## src/rtl/cs_pkg.sv

```systemverilog
// Shared types and width helpers for the carrier-sense energy detector.
package cs_pkg;

   typedef enum logic [1:0] {IDLE, ACCUM, DECIDE} state_e;

   function automatic int pwr_w(input int width);
      return 2 * width + 1;
   endfunction

   function automatic int acc_w(input int width, input int win_log2);
      return pwr_w(width) + win_log2;
   endfunction

endpackage

```

## src/rtl/cs_energy_detector_if.sv

```systemverilog
// Sample/threshold/result bundle between a sample source and cs_energy_detector.
interface cs_energy_detector_if #(
   parameter int WIDTH = 16,
   parameter int CNT_W = 32
);
   import cs_pkg::*;
   localparam int PWR_W = pwr_w(WIDTH);

   logic                    run;
   logic                    strobe;
   logic signed [WIDTH-1:0] real_value;
   logic signed [WIDTH-1:0] img_value;
   logic [PWR_W-1:0]        threshold_hi;
   logic [PWR_W-1:0]        threshold_lo;
   logic                    present_next;
   logic [CNT_W-1:0]        present_nextcount;
   logic [PWR_W-1:0]        energy;
   logic                    energy_valid;

   modport master (
      output run, strobe, real_value, img_value, threshold_hi, threshold_lo,
      input  present_next, present_nextcount, energy, energy_valid
   );

   modport slave (
      input  run, strobe, real_value, img_value, threshold_hi, threshold_lo,
      output present_next, present_nextcount, energy, energy_valid
   );

endinterface

```

## src/rtl/cs_mag_sq.sv

```systemverilog
// Stage 1: registered instantaneous power I^2 + Q^2 of each accepted sample.
module cs_mag_sq
   import cs_pkg::*;
#(
   parameter int WIDTH = 16
) (
   input  logic                     clk,
   input  logic                     rst,
   input  logic                     en,
   input  logic                     strobe,
   input  logic signed [WIDTH-1:0]  i_val,
   input  logic signed [WIDTH-1:0]  q_val,
   output logic [pwr_w(WIDTH)-1:0]  p,
   output logic                     p_vld
);
   localparam int PWR_W = pwr_w(WIDTH);

   logic signed [2*WIDTH-1:0] i_ext, q_ext, i_sq, q_sq;
   logic [PWR_W-1:0]          p_d, p_q;
   logic                      vld_d, vld_q;

   assign i_ext = (2*WIDTH)'(i_val);
   assign q_ext = (2*WIDTH)'(q_val);
   assign i_sq  = i_ext * i_ext;
   assign q_sq  = q_ext * q_ext;

   // Squares are non-negative, so the extra bit only has to absorb the carry.
   always_comb begin
      vld_d = en & strobe;
      p_d   = p_q;
      if (vld_d) p_d = PWR_W'(unsigned'(i_sq)) + PWR_W'(unsigned'(q_sq));
   end

   always_ff @(posedge clk) begin
      if (rst) begin
         p_q   <= '0;
         vld_q <= 1'b0;
      end else begin
         p_q   <= p_d;
         vld_q <= vld_d;
      end
   end

   assign p     = p_q;
   assign p_vld = vld_q;

endmodule

```

## src/rtl/cs_energy_detector.sv

```systemverilog
// Windowed mean-power carrier-sense detector with busy-window counter.
// Define CS_HYST_EN to decide busy/idle with hi/lo hysteresis thresholds.
module cs_energy_detector
   import cs_pkg::*;
#(
   parameter int WIDTH    = 16,
   parameter int WIN_LOG2 = 8,
   parameter int CNT_W    = 32
) (
   input logic                 clk,
   input logic                 rst,
   cs_energy_detector_if.slave bus
);
   localparam int PWR_W = pwr_w(WIDTH);
   localparam int ACC_W = acc_w(WIDTH, WIN_LOG2);

   state_e              state_d, state_q;
   logic [ACC_W-1:0]    acc_d, acc_q;
   logic [WIN_LOG2-1:0] cnt_d, cnt_q;
   logic [PWR_W-1:0]    energy_d, energy_q;
   logic                ev_d, ev_q;
   logic                pres_d, pres_q;
   logic [CNT_W-1:0]    pcnt_d, pcnt_q;
   logic [PWR_W-1:0]    thr_hi_q;
   logic [PWR_W-1:0]    p;
   logic                p_vld;
   logic [PWR_W-1:0]    energy_new;
   logic                thr_chg;

   cs_mag_sq #(.WIDTH(WIDTH)) u_mag_sq (
      .clk    (clk),
      .rst    (rst),
      .en     (bus.run),
      .strobe (bus.strobe),
      .i_val  (bus.real_value),
      .q_val  (bus.img_value),
      .p      (p),
      .p_vld  (p_vld)
   );

   assign energy_new = acc_q[ACC_W-1:WIN_LOG2];

`ifdef CS_HYST_EN
   logic [PWR_W-1:0] thr_lo_q;
   assign thr_chg = (bus.threshold_hi != thr_hi_q) || (bus.threshold_lo != thr_lo_q);
   always_ff @(posedge clk) begin
      if (rst) thr_lo_q <= '0;
      else     thr_lo_q <= bus.threshold_lo;
   end
`else
   assign thr_chg = (bus.threshold_hi != thr_hi_q);
`endif

   always_comb begin
      state_d  = state_q;
      acc_d    = acc_q;
      cnt_d    = cnt_q;
      energy_d = energy_q;
      ev_d     = 1'b0;
      pres_d   = pres_q;
      pcnt_d   = pcnt_q;
      if (!bus.run) begin
         state_d = IDLE;
         acc_d   = '0;
         cnt_d   = '0;
         pres_d  = 1'b0;
      end else if (thr_chg && state_q != IDLE) begin
         // A window straddling a threshold change would be judged against the wrong level.
         state_d = ACCUM;
         acc_d   = '0;
         cnt_d   = '0;
      end else begin
         case (state_q)
            IDLE:  state_d = ACCUM;
            ACCUM: if (p_vld) begin
               acc_d = acc_q + ACC_W'(p);
               cnt_d = cnt_q + WIN_LOG2'(1);
               if (&cnt_q) state_d = DECIDE;
            end
            DECIDE: begin
               energy_d = energy_new;
               ev_d     = 1'b1;
`ifdef CS_HYST_EN
               if (energy_new > bus.threshold_hi)      pres_d = 1'b1;
               else if (energy_new < bus.threshold_lo) pres_d = 1'b0;
`else
               pres_d = (energy_new > bus.threshold_hi);
`endif
               if (pres_d && !(&pcnt_q)) pcnt_d = pcnt_q + CNT_W'(1);
               // Sample landing this cycle opens the next window.
               acc_d   = p_vld ? ACC_W'(p) : '0;
               cnt_d   = p_vld ? WIN_LOG2'(1) : '0;
               state_d = ACCUM;
            end
            default: state_d = IDLE;
         endcase
      end
   end

   always_ff @(posedge clk) begin
      if (rst) begin
         state_q  <= IDLE;
         acc_q    <= '0;
         cnt_q    <= '0;
         energy_q <= '0;
         ev_q     <= 1'b0;
         pres_q   <= 1'b0;
         pcnt_q   <= '0;
         thr_hi_q <= '0;
      end else begin
         state_q  <= state_d;
         acc_q    <= acc_d;
         cnt_q    <= cnt_d;
         energy_q <= energy_d;
         ev_q     <= ev_d;
         pres_q   <= pres_d;
         pcnt_q   <= pcnt_d;
         thr_hi_q <= bus.threshold_hi;
      end
   end

   assign bus.present_next      = pres_q;
   assign bus.present_nextcount = pcnt_q;
   assign bus.energy            = energy_q;
   assign bus.energy_valid      = ev_q;

endmodule

```

## src/flat_wrapper.sv

```systemverilog
// flat-port wrapper written by rule: the top's interface ports become plain ports
module cs_energy_detector_flat import cs_pkg::*;
#(
   parameter int WIDTH    = 16,
   parameter int WIN_LOG2 = 8,
   parameter int CNT_W    = 32
)
  (clk, rst, bus_run, bus_strobe, bus_real_value, bus_img_value, bus_threshold_hi, bus_threshold_lo, bus_present_next, bus_present_nextcount, bus_energy, bus_energy_valid);
  cs_energy_detector_if #(.WIDTH(WIDTH), .CNT_W(CNT_W)) bus_i ();
  input logic clk;
  input logic rst;
  input wire logic [$bits(bus_i.run)-1:0] bus_run;
  input wire logic [$bits(bus_i.strobe)-1:0] bus_strobe;
  input wire logic [$bits(bus_i.real_value)-1:0] bus_real_value;
  input wire logic [$bits(bus_i.img_value)-1:0] bus_img_value;
  input wire logic [$bits(bus_i.threshold_hi)-1:0] bus_threshold_hi;
  input wire logic [$bits(bus_i.threshold_lo)-1:0] bus_threshold_lo;
  output wire logic [$bits(bus_i.present_next)-1:0] bus_present_next;
  output wire logic [$bits(bus_i.present_nextcount)-1:0] bus_present_nextcount;
  output wire logic [$bits(bus_i.energy)-1:0] bus_energy;
  output wire logic [$bits(bus_i.energy_valid)-1:0] bus_energy_valid;
  assign bus_i.run = bus_run;
  assign bus_i.strobe = bus_strobe;
  assign bus_i.real_value = bus_real_value;
  assign bus_i.img_value = bus_img_value;
  assign bus_i.threshold_hi = bus_threshold_hi;
  assign bus_i.threshold_lo = bus_threshold_lo;
  assign bus_present_next = bus_i.present_next;
  assign bus_present_nextcount = bus_i.present_nextcount;
  assign bus_energy = bus_i.energy;
  assign bus_energy_valid = bus_i.energy_valid;
  cs_energy_detector #(.WIDTH(WIDTH), .WIN_LOG2(WIN_LOG2), .CNT_W(CNT_W)) u_core (.clk(clk), .rst(rst), .bus(bus_i));
endmodule
```

## config.mk

```make
export PLATFORM = sky130hd
export DESIGN_NAME = cs_energy_detector_flat
export DESIGN_NICKNAME = d
export VERILOG_FILES = /design/src/rtl/cs_pkg.sv /design/src/rtl/cs_energy_detector_if.sv /design/src/rtl/cs_mag_sq.sv /design/src/rtl/cs_energy_detector.sv /design/src/flat_wrapper.sv
export SDC_FILE = /design/constraint.sdc
export NUM_CORES = 2
export LEC_CHECK = 0
export BUFFER_PORTS_ARGS = -buffer_cell sky130_fd_sc_hd__clkbuf_2
export CAP_MARGIN = 30
export CORE_MARGIN = 4
export CORE_UTILIZATION = 50
export CTS_BUF_LIST = sky130_fd_sc_hd__clkbuf_4 sky130_fd_sc_hd__clkbuf_8
export CTS_CLUSTER_SIZE = 28
export DETAILED_ROUTE_END_ITERATION = 12
export GPL_ROUTABILITY_DRIVEN = 0
export GPL_TIMING_DRIVEN = 0
export PLACE_DENSITY = 0.67
export REMOVE_ABC_BUFFERS = 1
export SYNTH_ARGS = -nofsm -noshare
export SYNTH_HDL_FRONTEND = slang
export SYNTH_SLANG_ARGS = --single-unit
```

## constraint.sdc

```tcl
create_clock -name clk -period 9.23 [get_ports clk]
set_input_delay 0.4615 -clock clk [delete_from_list [all_inputs] [get_ports clk]]
set_output_delay 0.4615 -clock clk [all_outputs]
set_load 0.03 [all_outputs]
```

==> results.txt <==
The via count of the first global-routing pass is 23900. Adding up every negative setup slack in the final design gives 0 ps. The critical path startpoint category is a primary input. The cell family contributing the most delay on the critical path is adder cells.

The total of flip-flops plus latches after synthesis is 185. For this block, the via count after detailed routing is 23300. The sequential cell area came out at around 3700 sq um. The delay of the slowest critical-path stage came out at 560 ps. Using the TritonRoute via totals, the vias-per-cell ratio works out to roughly 5.4.

The starting utilization of the core area came out at approximately half. Clock tree synthesis selected as its root buffer the cell sky130_fd_sc_hd__clkbuf_8. The aggregate global routing overflow came out at 0. In this run the cell area of the synthesized design comes to 30100 sq um. The number of warnings reported in the yosys synthesis log is 0. The number of antenna diodes in the final layout is 0.

The transition time at the pin with the least slew margin is around 970 ps. The initial DRC count came out at 1339. The maximum number of pins on one net before global-route repair came out at 145. The first global-routing pass estimated 119000 um of wire. The fraction of layout instances using a drive strength above 1 came out at just over 6%.

The maximum number of buffers from clock root to sink is 2. The part of the Yosys area used for sequential elements came out at 12.3%. The number of buffer and inverter stages on the critical path came out at 4. The fill cell total of the finished layout came out at 5641. The floorplan step defined a die boundary enclosing 64300 sq um. The min-delay analysis places its worst path in the category primary input to flip-flop. On the critical path, the stage with the largest delay is an instance of sky130_fd_sc_hd__fa_1. The predominant post-synthesis flop cell is sky130_fd_sc_hd__dfxtp_1. The final setup violation count is 0. The number of optimization iterations in the first detailed-route pass is 5. By startpoint and endpoint, the worst setup path is classified as primary input to flip-flop.

In the final routed layout, each cell accounts on average for 16.2 um. The shortest period the worst path allows came out at 8390 ps. The half-perimeter wire length after placement came out at ~57000 um. The count of endpoints failing hold in the final timing report came to 0. The worst setup path is captured at a flip-flop.

TritonCTS built the clock tree. Leaving out fill and tap cells, the most frequent cell in the layout is sky130_fd_sc_hd__inv_1. Counting every instance in the synthesized netlist gives roughly 3500. Measured along the x axis, the die boundary spans 254 um. The area of the placeable core came out at 59400 sq um. The register clock-pin slew on the reported worst setup and hold paths is 120 ps.

The number of buffers added by the clock tree synthesis step is 17. The tree built by TritonCTS fans out to 185 sinks. The required time of the worst setup path came out at about 9600 ps. The layout-stage area growth over the synthesis result came out at 5.99%. The number of cells upsized or downsized after cts came out at 0. Dividing the final minimum period by the clock period gives between 90% and 100%. The post-route DRC violation count came out at 0. The total track usage came out at 22.6%. The number of routed nets with antenna violations came out at 0.

The vertical extent of the die is approximately 250 um. Leaving out fill and tap cells, the most frequent cells in the layout are 712 x sky130_fd_sc_hd__inv_1, 478 x sky130_fd_sc_hd__fa_1, 310 x sky130_fd_sc_hd__nand2_1. The number of placement rows came out at 89. The relative max-transition margin is a little over a third.

The critical path's most frequent cell is sky130_fd_sc_hd__fa_1. The number of pins with negative max-slew slack in the final report came out at 0. The count of buffers added on input and output ports is ~140. In this run the worst path has a maximum fanout of 16. The clock tree synthesis step divided the H-tree into 4 levels. Static timing analysis puts the maximum clock frequency at 119 MHz. Setup repair after global routing left no endpoint under its margin.

Across the run, the number of max-cap violations was 0. The average instance in the mapped netlist occupies 8.59 sq um. The number of nets in the finished design came out at 4393. The total wirelength of the detailed-routed design came out at ~70000 um.

169 I/O pins were placed. The number of enable flip-flop cells after synthesis is 0. The hold buffer count at CTS came out at 0. The clock reaches the later pin of the worst-skew pair after 500 ps.

The share of flip-flops with an asynchronous set or reset came out at 0%. The flow ran to the end, and the final reports show no timing, DRC or antenna violations. Between clock sinks in the finished design, the worst skew comes to 26.9 ps. The distinct cell type count of the synthesized netlist came out at 77. The number of antenna violations at the first check in global routing came out at 0.

In the final layout, the multi-input gates occupy 23300 sq um. Data arrives at the worst endpoint at 8800 ps. Buffers added to address setup during post-CTS repair amount to 0.

In this run the register-to-register setup slack is 5410 ps.
Yosys cell counts, types with 9 or more instances:
cell                       instances  share of area (%)
sky130_fd_sc_hd__nor3_1           46               0.76
sky130_fd_sc_hd__a31oi_1          19               0.39
sky130_fd_sc_hd__a211oi_1         45                1.1
sky130_fd_sc_hd__nor2b_1          36               0.75
sky130_fd_sc_hd__or3_1            17               0.35
sky130_fd_sc_hd__a22oi_1          21               0.52
sky130_fd_sc_hd__or4_1            15               0.37
sky130_fd_sc_hd__o21ai_0          81                1.3
sky130_fd_sc_hd__buf_2            16               0.27
sky130_fd_sc_hd__o31ai_1          14               0.35
sky130_fd_sc_hd__a211o_1           9               0.26
sky130_fd_sc_hd__mux2_1           12               0.45
sky130_fd_sc_hd__nand2_1         310                3.9
sky130_fd_sc_hd__nor4_1           24               0.50
sky130_fd_sc_hd__dfxtp_1         185                 12
sky130_fd_sc_hd__xnor2_1          87                2.5
sky130_fd_sc_hd__nand2b_1         29               0.60
sky130_fd_sc_hd__fa_1            478                 32
sky130_fd_sc_hd__and2_1          101                2.1
sky130_fd_sc_hd__or2_2            14               0.29
sky130_fd_sc_hd__clkbuf_1        107                1.3
sky130_fd_sc_hd__and3_1           25               0.52
sky130_fd_sc_hd__nand3_1          76                1.3
sky130_fd_sc_hd__a21o_1           60                1.5
sky130_fd_sc_hd__and4_1           11               0.32
sky130_fd_sc_hd__a311oi_1         11               0.32
sky130_fd_sc_hd__nand4_1          33               0.68
sky130_fd_sc_hd__mux2i_1          45                1.5
sky130_fd_sc_hd__ha_1            271                 11
sky130_fd_sc_hd__a21oi_1         144                2.4
sky130_fd_sc_hd__o211ai_1         18               0.45
sky130_fd_sc_hd__nor2_1          229                2.9
sky130_fd_sc_hd__inv_1           712                8.9
sky130_fd_sc_hd__xor2_1           65                1.9
sky130_fd_sc_hd__o21bai_1         10               0.25
sky130_fd_sc_hd__o21a_1           19               0.47
tightest hold or removal path, stage by stage:
cell	delay (ps)
sky130_fd_sc_hd__clkbuf_2	90
sky130_fd_sc_hd__inv_1	70
sky130_fd_sc_hd__nor2_1	40
per-stage QoR:
stage               hold slack, ps  util [%]  area [sq um]  setup WS (ps)  std cells
floorplan                      443         -         29600           1650       3378
global placement               468      52.7         31300            352       4286
detailed placement             470      53.1         31500            326       4296
CTS                            163      53.8         31900            875       4328
global route                   180      53.8         31900            241       4328
finish                         196      53.8         31900            836       4328
layer usage:
layer  track usage, %  part of all wire (%)  vias up
met1             30.2                    45    11500
met2             41.1                    51      362
met5                0                     0        -
met4             3.78                   1.3        0
met3             1.65                   2.6       57
li1                 -                     -    11400
cell type report:
| type | instances | share of cell area, % |
|---|---|---|
| multi-input combinational | 2481 | 72.9 |
| timing repair buffer | 145 | 2.76 |
| sequential | 185 | 11.6 |
| inverter | 712 | 8.37 |
| tap | 773 | 3.03 |
| clock buffer | 17 | 0.732 |
| clock inverter | 15 | 0.607 |
kinds of logic (layout without fill, tap and decap cells):
| logic type | after synthesis | count (layout) | share of synthesized area (%) |
|---|---|---|---|
| AOI/OAI and AO/OA | 529 | 529 | 11.7 |
| adders and majority gates | 749 | 749 | 43.0 |
| xor gates and xnor gates | 152 | 152 | 4.42 |
| muxes | 65 | 65 | 2.24 |
| DFF | 185 | 185 | 12.3 |
| buffers and inverters | 843 | 889 | 10.6 |
| and+or+nand+nor | 986 | 986 | 15.8 |
registers in the layout (all words and copies together) (netlist names):
signal / count
u_core.thr_hi_q: 33
u_core.bus.present_nextcount: 32
u_core.bus.present_next: 1
u_core.acc_q: 41
u_core.bus.energy_valid: 1
u_core.bus.energy: 33
u_core.state_q: 2
u_core.u_mag_sq.p_vld: 1
u_core.u_mag_sq.p: 33
u_core.cnt_q: 8
final timing paths:
kind,start,end,depth (start not counted)
setup reg to reg,u_core.state_q[1]$_SDFFE_PP0P_,u_core.bus.present_nextcount[7]$_SDFFE_PP0P_,8
hold reg to reg,u_core.u_mag_sq.p[0]$_SDFFE_PP0P_,u_core.u_mag_sq.p[0]$_SDFFE_PP0P_,2
setup / recovery,bus_img_value[3],u_core.u_mag_sq.p[29]$_SDFFE_PP0P_,28
hold / removal,bus_threshold_hi[26],u_core.thr_hi_q[26]$_SDFF_PP0_,3
Power is not shown: default switching activity piles up to over one toggle a cycle in this logic, so the estimate is an artifact.
